==> config.mk <==
export PLATFORM = sky130hd
export DESIGN_NAME = mem_arbiter
export DESIGN_NICKNAME = d
export VERILOG_FILES = /design/src/rtl/mem_arbiter.sv
export SDC_FILE = /design/constraint.sdc
export NUM_CORES = 1
export LEC_CHECK = 0
export BUFFER_PORTS_ARGS = -buffer_cell sky130_fd_sc_hd__buf_2
export CORE_AREA = 2 2 303 305
export CTS_BUF_LIST = sky130_fd_sc_hd__clkbuf_16
export DETAILED_ROUTE_END_ITERATION = 12
export DIE_AREA = 0 0 305 307
export GPL_TIMING_DRIVEN = 1
export PLACE_DENSITY_LB_ADDON = 0.12
export SYNTH_ARGS = -nofsm -noshare
export SYNTH_HDL_FRONTEND = slang
export SYNTH_SLANG_ARGS = --single-unit
==> constraint.sdc <==
create_clock -name clk -period 1.6 [get_ports clk]
set_input_delay 0.32 -clock clk [delete_from_list [all_inputs] [get_ports clk]]
set_output_delay 0.32 -clock clk [all_outputs]
set_load 0.02 [all_outputs]
==> src/rtl/mem_arbiter.sv <==
// Arbitrates Icache read-fill, Dcache read-fill and Dcache write-back onto one
// main-memory port using a four-phase enable/ack handshake.
module mem_arbiter #(
    parameter int ADDR_W       = 32,
    parameter int LINE_W       = 128,
    parameter int STARVE_LIMIT = 4
) (
    input  logic              clk,
    input  logic              reset,
    input  logic              ic_read_req,
    input  logic [ADDR_W-1:0] ic_read_addr,
    output logic              ic_read_ack,
    output logic [LINE_W-1:0] ic_read_data,
    input  logic              dc_read_req,
    input  logic [ADDR_W-1:0] dc_read_addr,
    output logic              dc_read_ack,
    output logic [LINE_W-1:0] dc_read_data,
    input  logic              dc_write_req,
    input  logic [ADDR_W-1:0] dc_write_addr,
    input  logic [LINE_W-1:0] dc_write_data,
    output logic              dc_write_ack,
    output logic              mem_enable,
    output logic              mem_rw,
    output logic [ADDR_W-1:0] mem_addr,
    output logic [LINE_W-1:0] mem_data_out,
    input  logic [LINE_W-1:0] mem_data_in,
    input  logic              mem_ack
);
    localparam int CNT_W = $clog2(STARVE_LIMIT + 1);

    typedef enum logic [1:0] {IDLE, REQ, RESP, WAIT_LOW} state_t;
    typedef enum logic [1:0] {OWN_IC, OWN_DR, OWN_DW} owner_t;

    state_t            state_q, state_d;
    owner_t            owner_q, owner_d;
    logic [CNT_W-1:0]  starve_cnt_q, starve_cnt_d;
    logic              mem_enable_q, mem_enable_d;
    logic              mem_rw_q, mem_rw_d;
    logic [ADDR_W-1:0] mem_addr_q, mem_addr_d;
    logic [LINE_W-1:0] mem_data_out_q, mem_data_out_d;
    logic              ic_read_ack_q, ic_read_ack_d;
    logic              dc_read_ack_q, dc_read_ack_d;
    logic              dc_write_ack_q, dc_write_ack_d;
    logic [LINE_W-1:0] ic_read_data_q, ic_read_data_d;
    logic [LINE_W-1:0] dc_read_data_q, dc_read_data_d;

    logic any_req, starved;

    assign any_req = ic_read_req | dc_read_req | dc_write_req;
    assign starved = ic_read_req && (starve_cnt_q == CNT_W'(STARVE_LIMIT));

    always_comb begin
        state_d        = state_q;
        owner_d        = owner_q;
        starve_cnt_d   = starve_cnt_q;
        mem_enable_d   = mem_enable_q;
        mem_rw_d       = mem_rw_q;
        mem_addr_d     = mem_addr_q;
        mem_data_out_d = mem_data_out_q;
        ic_read_data_d = ic_read_data_q;
        dc_read_data_d = dc_read_data_q;
        // acks are only ever high for the single RESP cycle
        ic_read_ack_d  = 1'b0;
        dc_read_ack_d  = 1'b0;
        dc_write_ack_d = 1'b0;

        case (state_q)
            IDLE: begin
                // a lingering mem_ack from an abandoned transaction blocks grants
                if (any_req && !mem_ack) begin
                    if (starved || !(dc_write_req || dc_read_req)) owner_d = OWN_IC;
                    else if (dc_write_req)                         owner_d = OWN_DW;
                    else                                           owner_d = OWN_DR;

                    if (owner_d != OWN_IC && ic_read_req) begin
                        if (starve_cnt_q != CNT_W'(STARVE_LIMIT))
                            starve_cnt_d = starve_cnt_q + CNT_W'(1);
                    end else begin
                        starve_cnt_d = '0;
                    end

                    mem_enable_d = 1'b1;
                    mem_rw_d     = (owner_d == OWN_DW);
                    case (owner_d)
                        OWN_DW:  begin
                            mem_addr_d     = dc_write_addr;
                            mem_data_out_d = dc_write_data;
                        end
                        OWN_DR:  mem_addr_d = dc_read_addr;
                        default: mem_addr_d = ic_read_addr;
                    endcase
                    state_d = REQ;
                end
            end
            REQ: begin
                if (mem_ack) begin
                    mem_enable_d = 1'b0;
                    case (owner_q)
                        OWN_DW: dc_write_ack_d = 1'b1;
                        OWN_DR: begin
                            dc_read_ack_d  = 1'b1;
                            dc_read_data_d = mem_data_in;
                        end
                        default: begin
                            ic_read_ack_d  = 1'b1;
                            ic_read_data_d = mem_data_in;
                        end
                    endcase
                    state_d = RESP;
                end
            end
            RESP:     state_d = WAIT_LOW;
            WAIT_LOW: if (!mem_ack) state_d = IDLE;
            default:  state_d = IDLE;
        endcase
    end

    always_ff @(posedge clk) begin
        if (reset) begin
            state_q        <= IDLE;
            owner_q        <= OWN_IC;
            starve_cnt_q   <= '0;
            mem_enable_q   <= 1'b0;
            mem_rw_q       <= 1'b0;
            mem_addr_q     <= '0;
            mem_data_out_q <= '0;
            ic_read_ack_q  <= 1'b0;
            dc_read_ack_q  <= 1'b0;
            dc_write_ack_q <= 1'b0;
            ic_read_data_q <= '0;
            dc_read_data_q <= '0;
        end else begin
            state_q        <= state_d;
            owner_q        <= owner_d;
            starve_cnt_q   <= starve_cnt_d;
            mem_enable_q   <= mem_enable_d;
            mem_rw_q       <= mem_rw_d;
            mem_addr_q     <= mem_addr_d;
            mem_data_out_q <= mem_data_out_d;
            ic_read_ack_q  <= ic_read_ack_d;
            dc_read_ack_q  <= dc_read_ack_d;
            dc_write_ack_q <= dc_write_ack_d;
            ic_read_data_q <= ic_read_data_d;
            dc_read_data_q <= dc_read_data_d;
        end
    end

    assign mem_enable   = mem_enable_q;
    assign mem_rw       = mem_rw_q;
    assign mem_addr     = mem_addr_q;
    assign mem_data_out = mem_data_out_q;
    assign ic_read_ack  = ic_read_ack_q;
    assign dc_read_ack  = dc_read_ack_q;
    assign dc_write_ack = dc_write_ack_q;
    assign ic_read_data = ic_read_data_q;
    assign dc_read_data = dc_read_data_q;
endmodule

==> flow_summary.yaml <==
setup_path:
  critPathMaxFanout: 6
  cp_cell_sequence: "inv_4 -> ha_4 -> nor2b_4 -> buf_6 -> and3_4 -> buf_12 -> buf_12 -> clkbuf_16 -> nand2_4 -> a21oi_2"
  startpoint: "state_q[1]$_SDFFE_PP0P_"
  reg2reg_depth: 10
  cp-end-kind: "register"
  path_class: "register to register"
  critPathArrivalTime_ns: 2.28
  cpMostUsedCell: "buf_12"
  cp.depth: 10
  critPathTopFamily: "buffers and inverters"
  max_stage_delay_ns: 0.33
  required_ns: 2.14
  cp-start-kind: "register"
  slowest_stage: "dfxtp_2"
  r2r_setup_slack_ns: -0.15
  crit_buf_inv: 5
  r2r-start: "state_q[1]$_SDFFE_PP0P_"
placed_design:
  gp_congestion: 0.812
  dp_hpwl_mm: 52.5
  post_dp_cell_area_sq_um: 21300
  dp.cells: 3825
  io_buffers: 778
floorplan:
  die_h_microns: 307
  die_w_microns: 305
  rows: 111
  coreArea_sq_um: 90700
  die_area_sq_um: 93600
  start_util_pct: 16.7
  io_pins: 779
timing:
  fin_setup_tns_ns: -12.56
  hold_viol: 0
  post-route-period-util_pct: 109
  slew_headroom_pct: 69.0
  min_period_ns: 1.75
  fmax_mhz: 573
  setup-violations-final: 275
  maxSlewViolCount: 0
  clock_skew_ns: 0.0141
  max_slew.worst_pin.slew_ns: 0.464
  rsz0062_at_grt: "true"
  finalWorstSetupSlack_ns: -0.146
global_routing:
  first_global_vias: 17500
  grt-ovfl-total: 0
  met2_usage_pct: 27.1
  met1_usage_pct: 18.3
  grt_most_used_layer: "met2"
  antenna_found_initial: 2
  grt_use_met3_pct: 4.95
  grtUsageTotal_pct: 15.5
  grt_max_degree: 77
  grt_pass1_wl_mm: 112
routing:
  routed_wirelength_mm: 84.3
  ant_nets: 0
  drc: 0
  num_vias: 17900
  first_pass_iters: 7
  drt_iter0_drc: 969
  viasPerCell: 4.16
  wl_per_cell_microns: 19.6
yosys:
  synth-seq-cells: 428
  synth.net_count: 2261
  yosysTopAreaCell: "dfxtp_1"
  yosysMostFrequentCell: "nand2_1"
  ys_seq_area_share_pct: 56.5
  ys_types: 27
  synth_edf_count: 0
  async_flop_share_pct: 0
  syn_inst: 1894
  syn_avg_cell_area_sq_um: 8.00
  synthesis.area_sq_um: 15200
  synth_common_cells: "nand2_1 (776), dfxtp_1 (428), a21oi_1 (391), clkbuf_1 (98), nor2_1 (40)"
  ys.flop_type: "dfxtp_1"
  synth_top_area_share_pct: 56.5
  yosys_warnings: 0
  ys_top_cells_by_area: "dfxtp_1 (57%), nand2_1 (19%), a21oi_1 (13%)"
clock_tree:
  cts-root-buf: "clkbuf_16"
  cts_made_buffers: 53
  clock_sinks: 428
  cts_tree: "built"
  insertion_delay_ns: 0.61
  clockBufferDepth: 3
  h-tree-depth: 2
  clk_pin_slew_ns: 0.06
hold_path:
  min-delay-start: "dc_read_addr[6]"
  hold_path.class: "input pin to register"
  hold-path-cell-count: 3
cells_and_area:
  seqCellArea_sq_um: 8580
  syn_to_final_growth_pct: 97.9
  finalNonFillerCells: 4293
  fillers: 9592
  finish.utilization_pct: 33.1
  final_nets: 3432
  drive_gt1_share_pct: 48.1
  multi_input_area_sq_um: 7970
  antenna_cells: 0
  fin_area_sq_um: 30000
power:
  power_leakage_nw: 13.2
  ir_drop_mv: 0.747
  power.density_nw_per_um2: 1210
run_status:
  violations: "setup timing"
  status: "finished with violations"
run:
  max_cap_violations: 0
-- layout make-up --
class | count | area share, %
Clock buffer | 55 | 4.59
Clock inverter | 42 | 0.868
Inverter | 6 | 0.0834
Multi-Input combinational cell | 1311 | 26.6
Sequential cell | 428 | 28.6
Tap cell | 1186 | 4.95
Timing Repair Buffer | 1265 | 34.3
-- where the power goes --
part | leakage [nW] | switching [mW] | internal, mW
clock | 0.860 | 4.91 | 6.64
sequential | 3.48 | 0.658 | 11.8
combinational | 8.87 | 6.78 | 5.57
total | 13.2 | 12.3 | 24.0
-- layout by cell type (no fill, tap or decap), drive strengths merged --
cell | netlist | routed
dfxtp | 428 | 428
nor3b | 3 | 3
nor2 | 40 | 40
bufbuf | 0 | 1
clkbuf | 98 | 91
o21ai | 1 | 1
or2 | 1 | 1
inv | 6 | 24
and3b | 1 | 1
a32o | 1 | 1
a222oi | 32 | 32
nor2b | 2 | 2
ha | 9 | 9
buf | 54 | 971
and2 | 2 | 4
clkinv | 0 | 21
nand2 | 776 | 776
nor3 | 1 | 1
mux2 | 1 | 1
or3 | 1 | 1
dlygate4sd3 | 0 | 257
nand3 | 7 | 7
and3 | 4 | 5
o2bb2ai | 1 | 1
mux2i | 1 | 1
bufinv | 0 | 3
a21oi | 391 | 391
a211oi | 33 | 33
-- per-layer routing --
metal	up-vias	routed length, microns
met3	92	6160
met1	8532	34600
met5	-	0
li1	8621	-
met4	0	1690
met2	625	41900
-- metrics by stage --
step / hold slack, ns / setup slack [ns] / power, mW
2_1_floorplan: 0.449 / -0.0175 / 16.7
5_1_grt: 0.0524 / -0.264 / 38.1
3_3_place_gp: 0.439 / -0.194 / 20.3
4_1_cts: 0.0309 / -0.127 / 34.3
3_5_place_dp: 0.444 / -0.189 / 20.4
6_report: 0.0945 / -0.146 / 36.3
-- worst register-to-register path: stages, from the launching register on --
cell	delay [ns]
dfxtp_2	0.33
inv_4	0.07
ha_4	0.13
nor2b_4	0.13
buf_6	0.13
and3_4	0.27
buf_12	0.17
buf_12	0.13
clkbuf_16	0.16
nand2_4	0.05
a21oi_2	0.11
-- final timing paths --
path                                         end
setup / recovery  mem_data_out[116]$_SDFFE_PP0P_
hold / removal          mem_addr[6]$_SDFFE_PP0P_
setup reg to reg  mem_data_out[116]$_SDFFE_PP0P_
hold reg to reg    ic_read_data[97]$_SDFFE_PP0P_
-- cells by family (layout without fill, tap and decap cells) --
family	Yosys count	in the layout	synth area share [%]
buffers and inverters	158	1368	4.65
DFF	428	428	56.5
muxes	2	2	0.140
adders and majority gates	9	9	0.743
and+or+nand+nor	838	841	21.1
AOI/OAI and AO/OA	459	459	16.8
-- timing repair --
| action | in CTS | in global routing |
|---|---|---|
| pin swaps | 35 | 300 |
| buffers inserted | 34 | 34 |
| setup endpoints to repair | 408 | 420 |
| cloned | 22 | 42 |
| endpoints found under the hold margin | 384 | 0 |
| hold buffers | 257 | 0 |
| gates resized for setup | 71 | 620 |
-- sequential cells by signal, indices dropped and copies added (netlist names) --
name          flops
state_q           2
owner_q           2
dc_read_ack       1
starve_cnt_q      3
dc_write_ack      1
mem_data_out    128
mem_rw            1
ic_read_data    128
mem_addr         32
ic_read_ack       1
mem_enable        1
dc_read_data    128
Note: power is estimated with default switching activity, not from simulation.
